==> src/rtl/edge_preserve_filter_mc.sv <==
// edge_preserve_filter_mc: 3-stage valid/ready 3x3 multi-kernel smoothing filter over packed channels.
// Define EDGE_FILTER_ROUND_EN for round-half-up instead of truncation.
module edge_preserve_filter_mc #(
  parameter int DATA_W = 8,
  parameter int CHANNELS = 1
) (
  input  logic                       clk,
  input  logic                       rst,
  input  logic                       in_valid,
  output logic                       in_ready,
  input  logic [CHANNELS*DATA_W-1:0] in1,
  input  logic [CHANNELS*DATA_W-1:0] in2,
  input  logic [CHANNELS*DATA_W-1:0] in3,
  input  logic [CHANNELS*DATA_W-1:0] in4,
  input  logic [CHANNELS*DATA_W-1:0] in5,
  input  logic [CHANNELS*DATA_W-1:0] in6,
  input  logic [CHANNELS*DATA_W-1:0] in7,
  input  logic [CHANNELS*DATA_W-1:0] in8,
  input  logic [CHANNELS*DATA_W-1:0] in9,
  input  logic [2:0]                 mode,
  output logic                       out_valid,
  input  logic                       out_ready,
  output logic [CHANNELS*DATA_W-1:0] result,
  output logic [2:0]                 out_mode
);
  localparam int W = CHANNELS*DATA_W;
  localparam int SW = DATA_W+4;
`ifdef EDGE_FILTER_ROUND_EN
  localparam logic [SW-1:0] RND = SW'(8);
`else
  localparam logic [SW-1:0] RND = '0;
`endif
  logic en, s1_valid, s2_valid;
  logic [2:0] s1_mode, s2_mode;
  logic [8:0][W-1:0] s1_win;
  logic [CHANNELS-1:0][SW-1:0] top_d, mid_d, bot_d, top_q, mid_q, bot_q;
  logic [CHANNELS-1:0][DATA_W-1:0] res_d, res_q;
  assign en = !out_valid || out_ready;
  assign in_ready = en;
  // top/bottom rows share weights; the centre row carries the bypass x16 tap
  function automatic logic [SW-1:0] outer_row(input logic [DATA_W-1:0] a, b, c, input logic [2:0] m);
    logic [SW-1:0] x, y, z;
    x = SW'(a);
    y = SW'(b);
    z = SW'(c);
    return m == 3'd0 ? x + (y << 1) + z :
           m == 3'd1 ? (x << 1) + y + (z << 1) :
           m == 3'd2 ? x + y + z :
           m == 3'd3 ? x + (y << 1) + y + z : '0;
  endfunction
  function automatic logic [SW-1:0] centre_row(input logic [DATA_W-1:0] a, b, c, input logic [2:0] m);
    logic [SW-1:0] x, y, z;
    x = SW'(a);
    y = SW'(b);
    z = SW'(c);
    return m == 3'd0 ? (x << 1) + (y << 2) + (z << 1) :
           m == 3'd2 ? (x << 1) + x + (y << 2) + (z << 1) + z :
           (m == 3'd1 || m == 3'd3) ? x + (y << 2) + z : y << 4;
  endfunction
  for (genvar c = 0; c < CHANNELS; c++) begin : g_ch
    assign top_d[c] = outer_row(s1_win[0][c*DATA_W +: DATA_W], s1_win[1][c*DATA_W +: DATA_W],
                                s1_win[2][c*DATA_W +: DATA_W], s1_mode);
    assign mid_d[c] = centre_row(s1_win[3][c*DATA_W +: DATA_W], s1_win[4][c*DATA_W +: DATA_W],
                                 s1_win[5][c*DATA_W +: DATA_W], s1_mode);
    assign bot_d[c] = outer_row(s1_win[6][c*DATA_W +: DATA_W], s1_win[7][c*DATA_W +: DATA_W],
                                s1_win[8][c*DATA_W +: DATA_W], s1_mode);
    assign res_d[c] = DATA_W'((top_q[c] + mid_q[c] + bot_q[c] + RND) >> 4);
    assign result[c*DATA_W +: DATA_W] = res_q[c];
  end
  always_ff @(posedge clk) begin
    if (rst) begin
      s1_valid <= 1'b0;
      s1_mode <= '0;
      s1_win <= '0;
      s2_valid <= 1'b0;
      s2_mode <= '0;
      top_q <= '0;
      mid_q <= '0;
      bot_q <= '0;
      out_valid <= 1'b0;
      out_mode <= '0;
      res_q <= '0;
    end else if (en) begin
      s1_valid <= in_valid;
      s1_mode <= mode;
      s1_win <= {in9, in8, in7, in6, in5, in4, in3, in2, in1};
      s2_valid <= s1_valid;
      s2_mode <= s1_mode;
      top_q <= top_d;
      mid_q <= mid_d;
      bot_q <= bot_d;
      out_valid <= s2_valid;
      out_mode <= s2_mode;
      res_q <= res_d;
    end
  end
endmodule

==> config.mk <==
export PLATFORM = sky130hd
export DESIGN_NAME = edge_preserve_filter_mc
export DESIGN_NICKNAME = d
export VERILOG_FILES = /design/src/rtl/edge_preserve_filter_mc.sv
export SDC_FILE = /design/constraint.sdc
export NUM_CORES = 1
export LEC_CHECK = 0
export ABC_AREA = 1
export CORE_ASPECT_RATIO = 0.8
export CORE_MARGIN = 4
export CORE_UTILIZATION = 40
export DETAILED_ROUTE_END_ITERATION = 12
export GPL_ROUTABILITY_DRIVEN = 0
export RECOVER_POWER = 25
export SYNTH_ARGS = -nofsm -noshare
export SYNTH_HDL_FRONTEND = slang
export SYNTH_SLANG_ARGS = --single-unit
==> constraint.sdc <==
create_clock -name clk -period 4.2 [get_ports clk]
set_clock_uncertainty 0.05 [all_clocks]
set_input_delay 0.63 -clock clk [delete_from_list [all_inputs] [get_ports clk]]
set_output_delay 0.63 -clock clk [all_outputs]
set_load 0.1 [all_outputs]
Yosys cells after proc, flatten, opt, wreduce, memory -nomap -nowiden:

Index checks and enable logic that the tools add are counted.

* register bits: 128
* output and inout bits: 13
* bits of input ports: 79
* logic and storage cells: 63

* eq/ne operators: 3
* reduce and logical (&&, ||, !) cells: 4
* muxes and demuxes: 11
* $add $sub $neg: 26

Operators by type and width (count)
* two-way mux 12 bit: 11
* adder 9 x 8 -> 10 bit: 5
* adder 11 x 8 -> 12 bit: 3
* adder 12 x 8 -> 12 bit: 3
* adder 11 x 9 -> 12 bit: 2
* adder 12 bit: 2
* adder 10 x 8 -> 11 bit: 2
* adder 10 x 9 -> 11 bit: 2
* adder 8 x 9 -> 10 bit: 2
* adder 8 x 8 -> 9 bit: 2
* adder 10 x 10 -> 11 bit: 1
* adder 8 x 10 -> 11 bit: 1
* adder 9 x 10 -> 11 bit: 1
* equality test 3 x 2 -> 1 bit, second input constant: 2
* equality test 3 x 1 -> 1 bit, second input constant: 1
* logical NOT 3 bit: 1
* logical OR 1 bit: 2
* logical NOT 1 bit: 1

Depth between registers and ports, before layout:

* depth after elaboration: 7
* depth in mapped cells: 20
* mapped depth without buffers: 20

Worst setup path after synthesis:

OpenSTA, ideal clock, no wires.

* kind: register -> register
* start: register s1_win[26] in the netlist's numbering
* end: register mid_q[7] in the netlist's numbering
* buffers on the path: 0
* setup time: 0.173 ns
* cell stages (with the launch flop): 18
* data required time: 3.977 ns
* arrival: 3.305 ns
* path slack: 0.672 ns
* cell sequence: dfxtp_1 > inv_1 > fa_1 > inv_1 > fa_1 > inv_1 > fa_1 > inv_1 > ha_1 > fa_1 > nand3_1 > nand2_1 > o21ai_0 > nand2_1 > inv_1 > nand2_1 > nand2_1 > a21oi_1

* longest elaborated chain between the ends: 6
* elaborated cells between the ends (all ways): 11
* classes of those cells: add/sub: 8; mux: 3

RTL lines
* start, declared: RTL line 35 `logic [8:0][W-1:0] s1_win;`
* start signal, assigned: RTL line 86 `s1_win <= {in9, in8, in7, in6, in5, in4, in3, in2, in1};`
* adder 9 x 8 -> 10 bit: RTL line 57 `m == 3'd2 ? (x << 1) + x + (y << 2) + (z << 1) + z :`
* adder 10 x 10 -> 11 bit: RTL line 57
* adder 11 x 9 -> 12 bit: RTL line 57
* adder 12 x 8 -> 12 bit: RTL line 57
* two-way mux 12 bit: RTL line 57
* two-way mux 12 bit *: RTL line 56 `return m == 3'd0 ? (x << 1) + (y << 2) + (z << 1) :`
* end signal, assigned: RTL line 90 `mid_q <= mid_d;`
* end, declared: RTL line 36 `logic [CHANNELS-1:0][SW-1:0] top_d, mid_d, bot_d, top_q, mid_q, bot_q;`

Every way passes the cells marked *; elsewhere a longest branch is shown, timed or not.
A chain may end at the register's enable or synchronous reset.

Final worst setup path:

Ends and elaborated chain as after synthesis.

==> flow_summary.yaml <==
routing:
  drtIter0Drc: 878
  drc: 0
  num_vias: 11140
  wirelength_um: 35230
  wl_per_cell_um: 16.38
  ant_nets: 0
  via_per_inst: 5.178
  dr.pass1.iters: 7
run_status:
  status: "complete, but fails checks"
  violations: "max-capacitance violations, max-slew violations"
layout:
  area_delta_synth_final_pct: 15.39
  regArea_mm2: 0.002522
  drive_gt1_share_pct: 4.011
  fin_util_pct: 47.23
  nets: 2027
  final_common_cell: "nand2_1"
  final_cell_mix: "nand2_1 (306), inv_1 (242), nor2_1 (161), o21ai_0 (143), a21oi_1 (139)"
  diodes: 0
  fillCellCount: 3019
  finalInstanceArea_mm2: 0.01396
  stdcell_count: 2151
  multi_input_area_mm2: 0.008412
global_route:
  grt_max_degree: 142
  met3_usage_pct: 3.196
  met1_usage_pct: 33.12
  antenna_found_initial: 0
  grtUsageTotal_pct: 21.60
  grt_pass1_wl_um: 57380
  busiest_layer: "met1"
  grt-ovfl-total: 0
  met2_usage_pct: 31.91
  grt_pass1_vias: 10850
yosys:
  synth_edf_count: 0
  ys_seq_area_share_pct: 20.84
  syn_area_mm2: 0.01210
  synth.distinct_cells: 48
  ys_seq_elements: 126
  synthTopCellsByArea: "dfxtp_1 (21%), fa_1 (17%), ha_1 (12%), nand2_1 (9.5%), inv_1 (7.5%)"
  synth_flop_cell: "dfxtp_1"
  yosysWarnings: 0
  syn_nets: 1954
  synthArstFlopShare_pct: 0
  syn_inst: 1659
  synth_top_cell_by_area: "dfxtp_1"
  post_synth.cell_area_avg_um2: 7.295
  synth_top_area_share_pct: 20.84
critical_path:
  crit_required_ns: 4.51
  arrival_ns: 4.08
  worstSetupStartpointType: "flip-flop"
  crit_fanout: 3
  crit_type: "reg2reg"
  endpoint_kind: "flip-flop"
timing:
  whs_ns: 0.4331
  setup_viol: 0
  slew-limit-headroom_pct: -77.02
  period_needed_ns: 3.768
  tightest_slew_ns: 2.655
  fmax_mhz: 265.4
  hold_viol_final: 0
  rsz0062_at_grt: "false"
  setup-tns-final_ns: 0
  setup_ws_ns: 0.4319
  min_period_over_period_pct: 89.72
  slew_violations: 142
die:
  dieWidth_um: 202.5
  rows: 56
  die_y_um: 163.6
  core_mm2: 0.02957
  ioPinCount: 92
  initial_core_util_pct: 40.93
  dieArea_mm2: 0.03312
placed_design:
  dp_slack_ns: 0.4466
  place_area_mm2: 0.01340
  dpl.cell_count: 2119
  hpwlAfterDp_um: 27700
  portBuffers: 91
pwr:
  power_leakage_nw: 6.954
  max-vdd-ir-drop_v: 0.0005043
  p_per_area_mw_per_mm2: 386.7
  p_total_mw: 5.400
clocking:
  cts_hold_buf: 0
  cts.sinks: 126
  clk_pin_slew_ns: 0.06
  cts_max_level: 4
  clock-root-buffer: "clkbuf_16"
  clk_latency_ns: 0.44
  cts_buffer_depth: 2
  cts_made_buffers: 17
  post_cts_buffers: 0
  cts_tree: "yes"
  cts_resized: 0
run:
  cap_viol_max_count: 1
hold_path:
  hold_class: "reg2reg"
Yosys cell counts, drive strengths merged, types with 2 or more instances:
library cell  instances
nand4                29
o21ai               151
o21bai               11
buf                  13
dfxtp               126
a31oi                12
a41oi                 4
a21o                  6
a221oi                2
o211ai                4
inv                 251
a211oi                3
nand2               309
fa                  101
ha                  115
nor2                166
a21oi               145
o21a                  5
o221ai                2
clkbuf               33
nand3               112
or2                   5
nor3                  2
nand3b                7
xnor2                20
xor2                 13
a22o                  3
a22oi                 5
state kept, by name, summed over array words and instances, names as in the netlist:
name       flops
out_mode       3
result         8
s1_valid       1
s1_win        72
mid_q         12
top_q         11
s2_valid       1
out_valid      1
s1_mode        3
bot_q         11
s2_mode        3
worst paths after layout:
kind	slack (ns)	from	endpoint	cells after the start
worst min-delay path	0.43	s1_valid$_SDFFE_PP0P_	s1_valid$_SDFFE_PP0P_	2
worst max-delay path	0.43	s1_win[26]$_SDFFE_PP0P_	mid_q[7]$_SDFFE_PP0P_	18
worst max register to register	0.43	s1_win[26]$_SDFFE_PP0P_	mid_q[7]$_SDFFE_PP0P_	18
worst min register to register	0.43	s1_valid$_SDFFE_PP0P_	s1_valid$_SDFFE_PP0P_	2
layer usage:
layer	vias to the layer above	routed length [um]
met5	-	0
met4	0	522
met3	33	2076
met2	342	14580
met1	5185	18050
li1	5578	-
area by class of cell:
cell class	instances	share of cell area (%)
multi-input combinational	1236	60.24
sequential	126	18.06
timing repair buffer	100	7.150
inverter	251	6.774
tap	406	3.638
clock buffer	22	3.324
clock inverter	10	0.8153
cell families (layout without fill, tap and decap cells):
| family | after synthesis | after routing | share of synthesized area [%] |
|---|---|---|---|
| AOI/OAI and AO/OA | 356 | 356 | 16.22 |
| xor gates and xnor gates | 33 | 33 | 2.388 |
| adders and majority gates | 216 | 216 | 28.60 |
| buffers and inverters | 297 | 383 | 9.646 |
| DFF | 126 | 126 | 20.84 |
| and+or+nand+nor | 631 | 631 | 22.30 |
worst max-delay path, cell delays in order (launching register included):
cell and delay, ns:
dfxtp_1 0.40, inv_1 0.13, fa_1 0.54, inv_1 0.05, fa_1 0.50, inv_1 0.05, fa_1 0.50, inv_1 0.04
ha_1 0.23, fa_1 0.45, nand3_1 0.12, nand2_1 0.10, a21oi_1 0.13, o21ai_0 0.10, nand2_1 0.07, inv_1 0.04
nand2_1 0.05, nand2_1 0.04, a21oi_1 0.11
power by group:
| part | internal [mW] | leakage (nW) | switching, mW |
|---|---|---|---|
| clock network | 0.902 | 0.272 | 0.595 |
| registers | 1.32 | 1.05 | 0.148 |
| logic | 0.892 | 5.64 | 1.54 |
Power figures use the tool's default switching activity.
==> RTL edit 1 (same flow settings) <==
Add a define of `EDGE_FILTER_ROUND_EN`.
--- a/src/rtl/edge_preserve_filter_mc.sv
+++ b/src/rtl/edge_preserve_filter_mc.sv
@@ -1,5 +1,7 @@
 // edge_preserve_filter_mc: 3-stage valid/ready 3x3 multi-kernel smoothing filter over packed channels.
 // Define EDGE_FILTER_ROUND_EN for round-half-up instead of truncation.
+`define EDGE_FILTER_ROUND_EN
+
 module edge_preserve_filter_mc #(
   parameter int DATA_W = 8,
   parameter int CHANNELS = 1
Formal check against the unedited RTL: not equivalent (a bounded check fails within 4 cycles, from zero or initial values and one cycle with rst high).
==> RTL edit 1 against the original RTL <==
  * Worst setup slack got worse by 0.075 ns
  * Non-clock buffer count decreased by 4
  * Combinational power rose by 2%
  * Area after synthesis decreased by 0.88%
  * Sequential cell count is the same
  * Hold slack lost 0.011 ns
  * Power up 3.0%
  * Sequential share of layout area increased by 0.10 points
  * Wire length down 2.0%
  * Final area fell by 0.57%
==> RTL edit 1: results (changes against the original RTL) <==
seq pwr 0.00147 W (about the same); YS warnings 0 (unchanged); clock root buffer clkbuf_16; clock latency on the worst-skew pair 0.43 ns; Switch Pwr 0.00231 W (+0.86%); Layout Nets 2016 (-0.54%); Clock Power 0.00163 W (+9%); starting DRC count in detailed routing 722 (-18%); M1 WL 17.3 mm (-4.0%); crit path max fanout 34 (+31); Largest regs s1_win (72), mid_q (12); Peak supply drop 0.272 mV (-46%); Crit-path slowest cell clkinvlp_2; outcome completed; Worst path top cell family by delay buffers and inverters; Cells after Synth 1644 (-0.90%); top cells by area, synth dfxtp_1 (21%), fa_1 (17%), ha_1 (13%); top post-synthesis cells by count nand2_1 (283), inv_1 (239), nor2_1 (156); drt first pass iters 8 (+1); Met3 Routed Length 2.05 mm (-1.4%); # Post-CTS Setup Buffers 0 (unchanged); GR Util met3 3.94% (+0.75 points); layout cell share with drive strength beyond 1 3.30% (-0.71 points); Synth Area in Compound Gates 16.5% (+0.26 points); Worst-path clk slew 0.06 ns (about the same); Post-CTS Resized 0 (unchanged); CP max stage delay 1.14 ns (+0.60 ns); register area share after synthesis 21.0% (+0.18 points); Mapped Nets 1947 (-0.36%); area share of fa/ha/maj cells after synthesis 29.7% (+1.1 points); Post-DP HPWL 26.8 mm (-3.4%); grt met2 use 32.3% (+0.40 points); vias in the first global route 10.6k (-2.1%); synth unique cells 40 (-17%); hold crit path type reg -> reg; n_diodes 0 (unchanged); post-synthesis xor/xnor area fraction 2.19% (-0.20 points); Via density 5.23 (+1.0%); largest net degree at the start of global routing 141 (-0.70%); Non-Filler Instances 2102 (-2.3%); leakage 6.99 nW (+0.48%); Layout fillers 2985 (-1.1%); Max-Slew Margin vs Limit 8.43% (+85 points); Port Buf Inserts 91 (unchanged); post-synthesis mux area share 0% (unchanged); global-route wire length before repair 56.3 mm (-1.8%); dpl cell area 13300 um2 (-1.0%); Worst Path Arrival 3.16 ns (-0.92 ns); Routed WL 34.5 mm (-2.0%); initial antenna violation count 0 (unchanged); wire length on met2 14.5 mm (-0.24%); total power divided by cell area 401 nW/um2 (+3.6%); Tot GR Track Use 21.4% (-0.16 points); met1 Use GR 31.9% (-1.3 points)
-- RTL edit 1: changes by cell type in the layout (fill, tap and decap cells not counted), sizes merged, moves of 5 or more --
cell    delta
o21bai     -5
o21ai      +8
ha         +8
nor2       -5
nand2     -22
xnor2      -7
a21oi     +10
-- RTL edit 1: tightest hold or removal path: cells and delay by family (launching register included) --
kind / cells / cell delay (ns)
AO/OA/AOI/OAI: 1 / 0.06
flip-flops: 1 / 0.31
AND/OR/NAND/NOR: 1 / 0.06
-- RTL edit 1: path summary, 6_finish.rpt --
path                                 from         to  cells after the start  slack [ns]
worst min register to register   mid_q[3]   mid_q[3]                      2        0.42
worst min-delay path             mid_q[3]   mid_q[3]                      2        0.42
worst max register to register  s1_win[1]  top_q[10]                     19        0.37
worst max-delay path            out_ready   in_ready                      4        0.36
-- RTL edit 1: cells by family (layout without fill, tap and decap cells) --
group / count (synthesis) / after routing
adder cells (fa/ha/maj): 224 / 224
XOR/XNOR: 30 / 30
buffers and inverters: 293 / 374
flip-flops: 126 / 126
AO/OA/AOI/OAI: 369 / 369
AND/OR/NAND/NOR: 602 / 602
-- RTL edit 1: final cells by class --
class | instances | share of cell area (%)
sequential | 126 | 18.2
timing repair buffer | 96 | 7.06
tap | 377 | 3.40
clock buffer | 21 | 3.39
clock inverter | 10 | 1.16
multi-input combinational | 1225 | 60.1
inverter | 247 | 6.69
-- RTL edit 1: stage by stage --
step | hold WS [ns] | total power [W] | worst slack [ns]
2_1_floorplan | 0.391 | 0.00325 | 0.754
4_1_cts | 0.425 | 0.00558 | 0.417
5_1_grt | 0.439 | 0.00598 | 0.0863
3_3_place_gp | 0.413 | 0.00389 | 0.535
6_report | 0.422 | 0.00556 | 0.356
3_5_place_dp | 0.415 | 0.00392 | 0.482
==> RTL edit 2 (config.mk and constraints unchanged) <==
Made on the original files. Register the input `mode` before use, without a reset. The logic sees it one clock later. The other inputs are not delayed to match.
--- a/src/rtl/edge_preserve_filter_mc.sv
+++ b/src/rtl/edge_preserve_filter_mc.sv
@@ -25,6 +25,12 @@
 );
   localparam int W = CHANNELS*DATA_W;
   localparam int SW = DATA_W+4;
+
+  logic [2:0] mode_q;
+
+  always_ff @(posedge clk) begin
+    mode_q <= mode;
+  end
 `ifdef EDGE_FILTER_ROUND_EN
   localparam logic [SW-1:0] RND = SW'(8);
 `else
@@ -82,7 +88,7 @@
       res_q <= '0;
     end else if (en) begin
       s1_valid <= in_valid;
-      s1_mode <= mode;
+      s1_mode <= mode_q;
       s1_win <= {in9, in8, in7, in6, in5, in4, in3, in2, in1};
       s2_valid <= s1_valid;
       s2_mode <= s1_mode;
Function: changed (Yosys sat finds a counterexample within 4 cycles, from zero or initial values and one cycle with rst high).
==> RTL edit 2 against the original RTL <==
  * Power rose by 3.8%
  * Worst setup slack got worse by 0.021 ns
  * Area after synthesis rose by 0.55%
  * Hold slack got worse by 0.0055 ns
  * Sequential cell count rose by 3
  * First-iteration DRC count fell by 4.6%
  * Final area rose by 1.1%
  * Maximum frequency fell by 0.56%
  * Critical path depth did not move
  * Wire length rose by 1.2%
==> RTL edit 2: results (changes against the original RTL) <==
register area share after synthesis 21.2% (+0.38 points); Post-DP HPWL 28.0 mm (+1.1%); top post-synthesis cells by count nand2_1 (317), inv_1 (264), nor2_1 (172); # Post-CTS Setup Buffers 0 (unchanged); Avg WL per Cell 16.3 um (-0.27%); Via density 5.17 (about the same); tightest hold margin 0.428 ns (-0.00548 ns); Layout fillers 3003 (-0.53%); Max-Slew Margin vs Limit 34.3% (+110 points); Tot GR Track Use 21.7% (+0.066 points); crit path max fanout 3 (unchanged); Worst Path Arrival 4.10 ns (+0.02 ns); Slew Limit Fails 0 (-100%); post-placement cell count 2151 (+1.5%); n_diodes 0 (unchanged); vias in the first global route 10.7k (-1.1%); Hold Path Origin s2_valid; DP Worst Slack 0.460 ns (+0.0132 ns); top cells by area, synth dfxtp_1 (21%), fa_1 (17%), ha_1 (12%); hold crit path type reg -> reg; drt first pass iters 5 (-2); outcome completed; layout cell share with drive strength beyond 1 3.43% (-0.58 points); Worst-path clk slew 0.07 ns; Layout Nets 2059 (+1.6%); YS warnings 0 (unchanged); largest net degree at the start of global routing 140 (-1.4%); Mapped Nets 1989 (+1.8%); drt drc 0 (unchanged); starting DRC count in detailed routing 838 (-4.6%); hold path depth 2 (unchanged); r2r endpoint mid_q[7]; global-route wire length before repair 57.3 mm (-0.14%); clock latency on the worst-skew pair 0.44 ns (about the same); asr flop ratio synth 0% (unchanged); clock root buffer clkbuf_16; Cells after Synth 1694 (+2.1%); synth unique cells 43 (-10%); Peak supply drop 0.287 mV (-43%); leakage 7.13 nW (+2.6%); R2R Setup Slk 0.41 ns (-0.02 ns); Routed WL 35.7 mm (+1.2%); Largest regs s1_win (72), mid_q (12); WHS Endpoint out_valid; worst reg-to-reg path cell count 18 (unchanged); CTS buffer count 17 (unchanged)
## RTL edit 2: area by class of cell
class,instances,share of cell area (%)
inverters,272,7.24
multi-input cells,1246,59.1
well taps,406,3.60
repair buffers,98,7.16
clock inverters,14,1.51
flip-flops and latches,129,18.3
clock buffers,18,3.11
## RTL edit 2: logic make-up (layout without fill, tap and decap cells)
group	after synthesis	after routing	synth area share [%]
and+or+nand+nor	650	650	22.5
AOI/OAI and AO/OA	349	349	15.4
buffers and inverters	319	402	10.2
adders and majority gates	216	216	28.4
DFF	129	129	21.2
xor gates and xnor gates	31	31	2.23
## RTL edit 2: per-stage QoR
step,area [um2],utilization (%)
after floorplan,12200,-
after global placement,13500,45.5
after detailed placement,13500,45.5
after CTS,14100,47.7
after global routing,14100,47.6
final,14100,47.6
## RTL edit 2: worst max-delay path by stage
stage	to	slack, ns	cells after the start
2_1_floorplan	mid_q[7]	0.70	18
3_3_place_gp	mid_q[7]	0.53	18
3_5_place_dp	mid_q[7]	0.46	18
6_report	mid_q[7]	0.41	18
4_1_cts	mid_q[7]	0.42	18
5_1_grt	mid_q[7]	0.11	18
## RTL edit 2: worst max-delay path, stage by stage (launching register included)
cell     delay, ns
dfxtp_1       0.41
inv_1         0.14
fa_1          0.55
inv_1         0.05
fa_1          0.50
inv_1         0.05
fa_1          0.50
inv_1         0.04
ha_1          0.25
fa_1          0.46
nand3_1       0.11
nand2_1       0.07
a21oi_1       0.13
o21ai_1       0.08
nand2_1       0.06
inv_1         0.05
nand2_1       0.07
nand2_1       0.05
a21oi_1       0.10
## RTL edit 2: where the power goes
part	internal (W)	switching, W
registers	0.00135	0.000151
logic	0.000878	0.00154
clock network	0.00107	0.000616
## RTL edit 2: layer usage
layer / wire length [um] / global-route usage, % / vias to the layer above / part of all wire [%]
met1: 18100 / 33.2 / 5274 / 51
li1: - / - / 5630 / -
met4: 737 / 5.80 / 0 / 2.1
met2: 14500 / 31.3 / 348 / 41
met3: 2260 / 3.79 / 42 / 6.3
met5: 0 / 0 / - / 0
